==> config.mk <==
export PLATFORM = sky130hd
export DESIGN_NAME = pc_fetch_ctrl_flat
export DESIGN_NICKNAME = d
export VERILOG_FILES = /design/src/rtl/pc_fetch_if.sv /design/src/rtl/pc_fetch_ctrl.sv /design/src/flat_wrapper.sv
export SDC_FILE = /design/constraint.sdc
export NUM_CORES = 1
export LEC_CHECK = 0
export ABC_AREA = 0
export CAP_MARGIN = 20
export CORE_AREA = 2 2 208 210
export DETAILED_ROUTE_END_ITERATION = 12
export DIE_AREA = 0 0 210 212
export PLACE_DENSITY = 0.59
export SYNTH_ARGS = -nofsm -noshare
export SYNTH_HDL_FRONTEND = slang
export SYNTH_SLANG_ARGS = --single-unit
==> constraint.sdc <==
create_clock -name clk -period 2.3 [get_ports clk]
set_clock_uncertainty 0.1 [all_clocks]
set_input_delay 0.46 -clock clk [delete_from_list [all_inputs] [get_ports clk]]
set_output_delay 0.46 -clock clk [all_outputs]
set_load 0.1 [all_outputs]
==> src/rtl/pc_fetch_if.sv <==
// Instruction fetch port between the fetch sequencer (master) and
// instruction memory (slave). Single outstanding request; the response
// is a one-cycle pulse per accepted request.
interface pc_fetch_if;
  logic        ireq_valid;
  logic [63:0] ireq_addr;
  logic        ireq_ready;
  logic        iresp_valid;
  logic [31:0] iresp_data;

  modport master (
    output ireq_valid, ireq_addr,
    input  ireq_ready, iresp_valid, iresp_data
  );

  modport slave (
    input  ireq_valid, ireq_addr,
    output ireq_ready, iresp_valid, iresp_data
  );
endinterface

==> src/rtl/pc_fetch_ctrl.sv <==
// pc_fetch_ctrl: owns the PC, issues one fetch at a time, drops responses
// made stale by a redirect, and hands instruction+PC to decode.
// Optional feature macro: PC_FETCH_TRAP_EN adds a trap redirect port that
// takes priority over the branch redirect.
module pc_fetch_ctrl #(
  parameter logic [63:0] RESET_PC   = 64'h0000_0000_8000_0000,
  parameter int unsigned INST_BYTES = 4
) (
  input  logic        clk,
  input  logic        rst_n,
  input  logic        stall_i,
  input  logic        br_valid_i,
  input  logic [63:0] br_target_i,
`ifdef PC_FETCH_TRAP_EN
  input  logic        trap_valid_i,
  input  logic [63:0] trap_target_i,
`endif
  pc_fetch_if.master  ifc,
  output logic        inst_valid_o,
  output logic [31:0] inst_data_o,
  output logic [63:0] inst_pc_o,
  output logic [63:0] pc_out_o
);

  typedef enum logic [1:0] {IDLE, REQ, WAIT, FLUSH} state_e;

  state_e      state_q, state_d;
  logic [63:0] pc_q, pc_d;
  logic [63:0] req_pc_q, req_pc_d;
  logic        ireq_valid_q, ireq_valid_d;
  logic [63:0] ireq_addr_q, ireq_addr_d;
  logic        inst_valid_q, inst_valid_d;
  logic [31:0] inst_data_q, inst_data_d;
  logic [63:0] inst_pc_q, inst_pc_d;

  logic        redir;
  logic [63:0] redir_tgt;

  // Redirect select: trap beats branch when both fire in the same cycle.
`ifdef PC_FETCH_TRAP_EN
  assign redir     = trap_valid_i | br_valid_i;
  assign redir_tgt = trap_valid_i ? trap_target_i : br_target_i;
`else
  assign redir     = br_valid_i;
  assign redir_tgt = br_target_i;
`endif

  // Next-state and datapath updates; every register holds by default.
  always_comb begin
    state_d      = state_q;
    pc_d         = pc_q;
    req_pc_d     = req_pc_q;
    ireq_valid_d = ireq_valid_q;
    ireq_addr_d  = ireq_addr_q;
    inst_valid_d = inst_valid_q;
    inst_data_d  = inst_data_q;
    inst_pc_d    = inst_pc_q;

    // Decode consumes the instruction when not stalled.
    if (inst_valid_q && !stall_i) inst_valid_d = 1'b0;

    // A redirect always retargets the PC and kills the pending instruction.
    if (redir) begin
      pc_d         = redir_tgt;
      inst_valid_d = 1'b0;
    end

    unique case (state_q)
      IDLE: begin
        if (!redir && !stall_i) begin
          state_d      = REQ;
          ireq_valid_d = 1'b1;
          ireq_addr_d  = pc_q;
        end
      end
      REQ: begin
        // Stall is ignored here: the request stays up until accepted or withdrawn.
        if (ifc.ireq_ready) begin
          ireq_valid_d = 1'b0;
          if (redir) begin
            state_d = FLUSH;
          end else begin
            req_pc_d = ireq_addr_q;
            pc_d     = ireq_addr_q + 64'(INST_BYTES);
            state_d  = WAIT;
          end
        end else if (redir) begin
          ireq_valid_d = 1'b0;
          state_d      = IDLE;
        end
      end
      WAIT: begin
        if (ifc.iresp_valid) begin
          state_d = IDLE;
          if (!redir) begin
            inst_valid_d = 1'b1;
            inst_data_d  = ifc.iresp_data;
            inst_pc_d    = req_pc_q;
          end
        end else if (redir) begin
          state_d = FLUSH;
        end
      end
      FLUSH: begin
        // The accepted request's response is stale; swallow it.
        if (ifc.iresp_valid) state_d = IDLE;
      end
      default: state_d = IDLE;
    endcase
  end

  // State and datapath registers with asynchronous reset.
  always_ff @(posedge clk or negedge rst_n) begin
    if (!rst_n) begin
      state_q      <= IDLE;
      pc_q         <= RESET_PC;
      req_pc_q     <= RESET_PC;
      ireq_valid_q <= 1'b0;
      ireq_addr_q  <= RESET_PC;
      inst_valid_q <= 1'b0;
      inst_data_q  <= 32'h0;
      inst_pc_q    <= 64'h0;
    end else begin
      state_q      <= state_d;
      pc_q         <= pc_d;
      req_pc_q     <= req_pc_d;
      ireq_valid_q <= ireq_valid_d;
      ireq_addr_q  <= ireq_addr_d;
      inst_valid_q <= inst_valid_d;
      inst_data_q  <= inst_data_d;
      inst_pc_q    <= inst_pc_d;
    end
  end

  assign ifc.ireq_valid = ireq_valid_q;
  assign ifc.ireq_addr  = ireq_addr_q;
  assign inst_valid_o   = inst_valid_q;
  assign inst_data_o    = inst_data_q;
  assign inst_pc_o      = inst_pc_q;
  assign pc_out_o       = pc_q;

endmodule

==> src/flat_wrapper.sv <==
// flat-port wrapper written by rule: the top's interface ports become plain ports
module pc_fetch_ctrl_flat 
#(
  parameter logic [63:0] RESET_PC   = 64'h0000_0000_8000_0000,
  parameter int unsigned INST_BYTES = 4
)
  (clk, rst_n, stall_i, br_valid_i, br_target_i, inst_valid_o, inst_data_o, inst_pc_o, pc_out_o, ifc_ireq_valid, ifc_ireq_addr, ifc_ireq_ready, ifc_iresp_valid, ifc_iresp_data);
  pc_fetch_if ifc_i ();
  input  logic clk;
  input  logic rst_n;
  input  logic stall_i;
  input  logic br_valid_i;
  input  logic [63:0] br_target_i;
  output logic inst_valid_o;
  output logic [31:0] inst_data_o;
  output logic [63:0] inst_pc_o;
  output logic [63:0] pc_out_o;
  output wire logic [$bits(ifc_i.ireq_valid)-1:0] ifc_ireq_valid;
  output wire logic [$bits(ifc_i.ireq_addr)-1:0] ifc_ireq_addr;
  input wire logic [$bits(ifc_i.ireq_ready)-1:0] ifc_ireq_ready;
  input wire logic [$bits(ifc_i.iresp_valid)-1:0] ifc_iresp_valid;
  input wire logic [$bits(ifc_i.iresp_data)-1:0] ifc_iresp_data;
  assign ifc_ireq_valid = ifc_i.ireq_valid;
  assign ifc_ireq_addr = ifc_i.ireq_addr;
  assign ifc_i.ireq_ready = ifc_ireq_ready;
  assign ifc_i.iresp_valid = ifc_iresp_valid;
  assign ifc_i.iresp_data = ifc_iresp_data;
  pc_fetch_ctrl #(.RESET_PC(RESET_PC), .INST_BYTES(INST_BYTES)) u_core (.clk(clk), .rst_n(rst_n), .stall_i(stall_i), .br_valid_i(br_valid_i), .br_target_i(br_target_i), .ifc(ifc_i), .inst_valid_o(inst_valid_o), .inst_data_o(inst_data_o), .inst_pc_o(inst_pc_o), .pc_out_o(pc_out_o));
endmodule
# ---- After elaboration in Yosys (flattened, before gate mapping)
# Cells that the tools add are included.
dict set report op_classes {
  n_eq_ne 7
  bitwise_logic 1
  reduce_logical 11
  muxes 21
  addsub 1
}
# operator n
set ops {}
lappend ops {{64-bit 2-to-1 mux} 4}
lappend ops {{64-bit by 3-bit adder with 64-bit output, second input constant} 1}
lappend ops {{2-bit 2-to-1 mux} 6}
lappend ops {{1-bit 2-to-1 mux} 9}
lappend ops {{3-bit AND reduction} 3}
lappend ops {{2-bit case mux with 4 select lines} 1}
lappend ops {{3-bit inequality test, second input constant} 2}
lappend ops {{2-bit equality test, second input constant} 2}
lappend ops {{4-bit AND reduction} 1}
lappend ops {{2-bit by 1-bit equality test with 1-bit output, second input constant} 1}
lappend ops {{1-bit logical AND} 2}
lappend ops {{1-bit logical NOT} 2}
lappend ops {{2-bit logical NOT} 1}
lappend ops {{2-bit by 1-bit inequality test with 1-bit output, second input constant} 1}
lappend ops {{2-bit inequality test, second input constant} 1}
lappend ops {{1-bit case mux with 2 select lines} 1}
lappend ops {{2-bit AND reduction} 1}
lappend ops {{2-bit nonzero test} 1}
lappend ops {{1-bit inverter} 1}
dict set report word_totals {
  regBits 292
  out_inout_bits 226
}

# ---- Longest topological paths before layout
dict set report depth {
  word_depth 7
  depth_mapped 9
}

# ---- Worst setup path before layout
# OpenSTA, ideal clock, no wires.
dict set report synth_timing {
  path_type {register to register}
  from {register u_core.ireq_addr_q[2] (netlist: u_core.ifc.ireq_addr[2])}
  to {register u_core.pc_q[42] (netlist: u_core.pc_out_o[42])}
  path_stages_with_launch 9
  synth_period_minus_slack_ps 2810
  slack_ps -510
  n_path_buf 1
  t_required_ps 2058
  arrival_time_ps 2568
  path_cell_list {dfrtp_1 -> ha_1 -> nand4_1 -> nor3_1 -> clkbuf_1 -> nand4_1 -> nor2_1 -> xnor2_1 -> o221ai_1}
}
dict set report synth_between {
  elab_chain_len 4
}
# element line
set synth_lines {}
lappend synth_lines {{from (decl)} pc_fetch_ctrl.sv:31} ;# logic [63:0] ireq_addr_q, ireq_addr_d;
lappend synth_lines {{from (signal assigned)} pc_fetch_ctrl.sv:128} ;# ireq_addr_q <= ireq_addr_d;
lappend synth_lines {{64-bit by 3-bit adder with 64-bit output} pc_fetch_ctrl.sv:84} ;# pc_d = ireq_addr_q + 64'(INST_BYTES);
lappend synth_lines {{64-bit 2-to-1 mux} pc_fetch_ctrl.sv:80} ;# if (redir) begin
lappend synth_lines {{64-bit 2-to-1 mux} pc_fetch_ctrl.sv:78} ;# if (ifc.ireq_ready) begin
lappend synth_lines {{64-bit 2-to-1 mux} pc_fetch_ctrl.sv:68} ;# unique case (state_q)
lappend synth_lines {{named net u_core.pc_d[42]} pc_fetch_ctrl.sv:28} ;# logic [63:0] pc_q, pc_d;
lappend synth_lines {{to (signal assigned)} pc_fetch_ctrl.sv:125} ;# pc_q <= pc_d;
lappend synth_lines {{to (decl)} pc_fetch_ctrl.sv:28}
# The timed path passes the listed nets, and every way through them passes these cells.
# A chain may end at the register's enable or synchronous reset.

# ---- Final worst setup path
dict set report layout_timing {
  from {register u_core.ireq_addr_q[31] (netlist: u_core.ifc.ireq_addr[31])}
  to {register u_core.pc_q[57] (netlist: u_core.pc_out_o[57])}
}
# Same word-level chain as after synthesis.

==> run metrics <==
combinational family with the most area after synthesis=simple AND/OR/NAND/NOR gates; Hold Violations, Final=0; CP most frequent cell=nand4_1; most frequent cell after synthesis=dfrtp_1; Top Ports=between 300 and 400; WP data arrival=around 2.6 ns; endpoints failing setup=0; outcome=finished, final reports clean; TritonCTS Sinks=292; gr usage total=17.37%; final antenna-violating net count=0; Syn Area/Cell=about 11 µm²; Worst-Margin Slew=between 0.4 and 0.5 ns; DPL Wire Length=~27 mm; Post-Route WL=around 39 mm; FP Rows=76; die height=between 200 and 250 µm; Fillers=around 4000; Worst-path clk slew=approximately 0.06 ns; Final Util=42.06%; drt pass-1 iters=4; relative slew slack=between 60% and 70%; H-tree levels=2; # DRC=0; starting density of the core=around 29%; crit path launch type=register; mux contribution to synthesized area=approximately 15%; Peak Freq=0.4472 GHz; Hold Crit Class=in2reg; syn nets=1224; CTS tree=done; Synth Area in Compound Gates=5.401%; post-synthesis cell area=12530 µm²; unrepaired setup endpoints after global routing=true; drt wl/cell=~19 µm; CP Cell Sequence=nand4_1, nor4_4, buf_4, nand4_1, or3_1, a311o_1, nand2_1; Yosys warning count=0; asr flop ratio synth=100.0%; Simple-Gate Fraction of Synth Area=between 10% and 20%; die area=between 40000 and 50000 µm²; Starting DRT DRC Count=around 460; max incr delay on CP=between 0.6 and 0.7 ns; Via density=~4.7; Area Growth Syn to Fin=42.65%; CP max-delay cell=dfstp_4; GRT Residual Overflow=0; Synth cell types=48; clock latency on the worst-skew pair=roughly 0.53 ns; Worst Path Max Fanout=5; global-route wire length before repair=60.24 mm; EDFF count, synth=0; reg-to-reg critical path startpoint=u_core.ifc.ireq_addr[31]; die width=210 µm; register area share after synthesis=between 50% and 60%; Multi-input gate area=~5000 µm²; Critical Path RT=about 2.7 ns; fraction of layout cells with a size suffix above 1=38.66%; Post-Synth XOR/XNOR Area=under 10%; Critical Setup Path Class=reg2reg; Hold Crit Start=br_valid_i; detailed-route via count=between 9000 and 10000; Final nets=~1600; final worst-path cycle share=a little over nine tenths; Adder-Cell Fraction of Synth Area=0.09983%; post-synth top area share=between 50 and 60%; initial antenna violation count=3; Synth area leaders=dfrtp_1 58%, mux2_2 14%, nand2_1 8.4%; fin crit period=approximately 2.2 ns; leading area contributor after synthesis=dfrtp_1; prevailing post-synth register cell=dfrtp_1; number of global-route vias before repair=about 10000; deepest clock path buffer count=3; FF+latch area=between 7000 and 8000 µm²; Max-Cap Viols=0; CTS Buf Count=36; port buffer count=about 330; Syn Inst Count=1121; crit end category=register; root buffer cell=clkbuf_16; Yosys reg bits=roughly 290; GPL Wtd Cong=roughly 0.8; pins over their slew limit=0; most instantiated cells after synthesis=289 x dfrtp_1, 279 x nand2_1, 155 x mux2_2, 49 x o21ai_0, 47 x clkbuf_1; beginning of the critical path=u_core.ifc.ireq_addr[31]; largest net degree at the start of global routing=61; Core Area=around 43000 µm²
[per-layer routing]
layer / vias to the layer above / GRT usage [%] / share of wire, %
li1: 4613 / - / -
met1: 4867 / 23.25 / 45
met2: 255 / 28.33 / 48
met3: 47 / 3.545 / 5.1
met4: 2 / 5.551 / 2.2
met5: - / 0 / 0.034
[metrics by stage]
stage | hold WS (ns) | instance area [µm²] | setup TNS (ns) | setup slack [ns] | cells
floorplan | 0.06441 | 12670 | -0.09142 | -0.05380 | 1121
global placement | 0.3094 | 16630 | -0.3180 | -0.02866 | 2000
detailed placement | 0.3084 | 16630 | -0.1478 | -0.03684 | 2000
CTS | 0.08761 | 17830 | 0 | 0.02701 | 2065
global route | 0.1029 | 17880 | -0.3009 | -0.09439 | 2069
finish | 0.1188 | 17880 | 0 | 0.06402 | 2069
[kinds of logic after synthesis]
| logic type | count (synthesis) |
|---|---|
| multiplexers | 167 |
| AND/OR/NAND/NOR | 419 |
| AO/OA/AOI/OAI | 114 |
| XOR/XNOR | 54 |
| buffers and inverters | 74 |
| flip-flops | 292 |
| adder cells (fa/ha/maj) | 1 |
[sequential cells by signal (all words and copies together) (netlist names)]
name	count
u_core.ifc.ireq_addr	64
u_core.inst_pc_o	64
u_core.pc_out_o	64
u_core.req_pc_q	64
u_core.inst_data_o	32
u_core.state_q	2
u_core.ifc.ireq_valid	1
u_core.inst_valid_o	1
[worst max-delay path, delay by kind of cell, from the launching register on]
kind,cells,cell delay [ns]
AND/OR/NAND/NOR,5,0.98
AO/OA/AOI/OAI,1,0.31
flip-flops,1,0.61
buffers and inverters,1,0.19
[cell type report]
class / count / area share (%)
Antenna cell: 2 / 0.02799
Inverter: 9 / 0.1890
Clock inverter: 13 / 0.8398
Sequential cell: 292 / 41.63
Multi-Input combinational cell: 755 / 27.85
Timing Repair Buffer: 401 / 19.84
Tap cell: 546 / 3.821
Clock buffer: 51 / 5.809
[worst paths after layout]
check	slack (ns)	cells after the start	end
setup / recovery	0.06	7	u_core.pc_out_o[57]
max in group asynchronous	0.89	3	u_core.inst_pc_o[2]
min in group asynchronous	0.35	2	u_core.inst_data_o[5]
setup reg to reg	0.06	7	u_core.pc_out_o[57]
hold reg to reg	0.37	2	u_core.req_pc_q[31]
hold / removal	0.12	2	u_core.ifc.ireq_valid
[placed cells by master (no fill, tap or decap), types with 3 or more instances in the layout]
cell type / instances
buf_4: 277
mux2i_1: 12
o221ai_1: 20
nand3_1: 24
dfrtp_4: 25
dfrtp_1: 237
nor3_2: 5
o31ai_1: 3
buf_12: 22
a21oi_1: 29
nor3b_1: 15
clkdlybuf4s50_1: 99
bufinv_16: 3
and3_1: 11
clkinv_2: 7
nor3_1: 8
nand2_1: 279
and2_1: 3
inv_1: 9
o21ai_1: 6
nand4_1: 23
xnor2_1: 30
xor2_1: 24
clkbuf_1: 8
mux2_2: 155
o21ai_0: 49
clkbuf_8: 6
clkbuf_16: 37
nor2_1: 27
dfrtp_2: 27
or3_1: 3
[what timing repair did]
item / CTS / global route
buffers inserted: 0 / 2
resized for setup: 0 / 4
setup endpoints to repair: 0 / 10
hold buffers: 1 / 0
hold endpoints to repair: 36 / 0
Power is not shown: default switching activity piles up to over one toggle a cycle in this logic, so the estimate is an artifact.
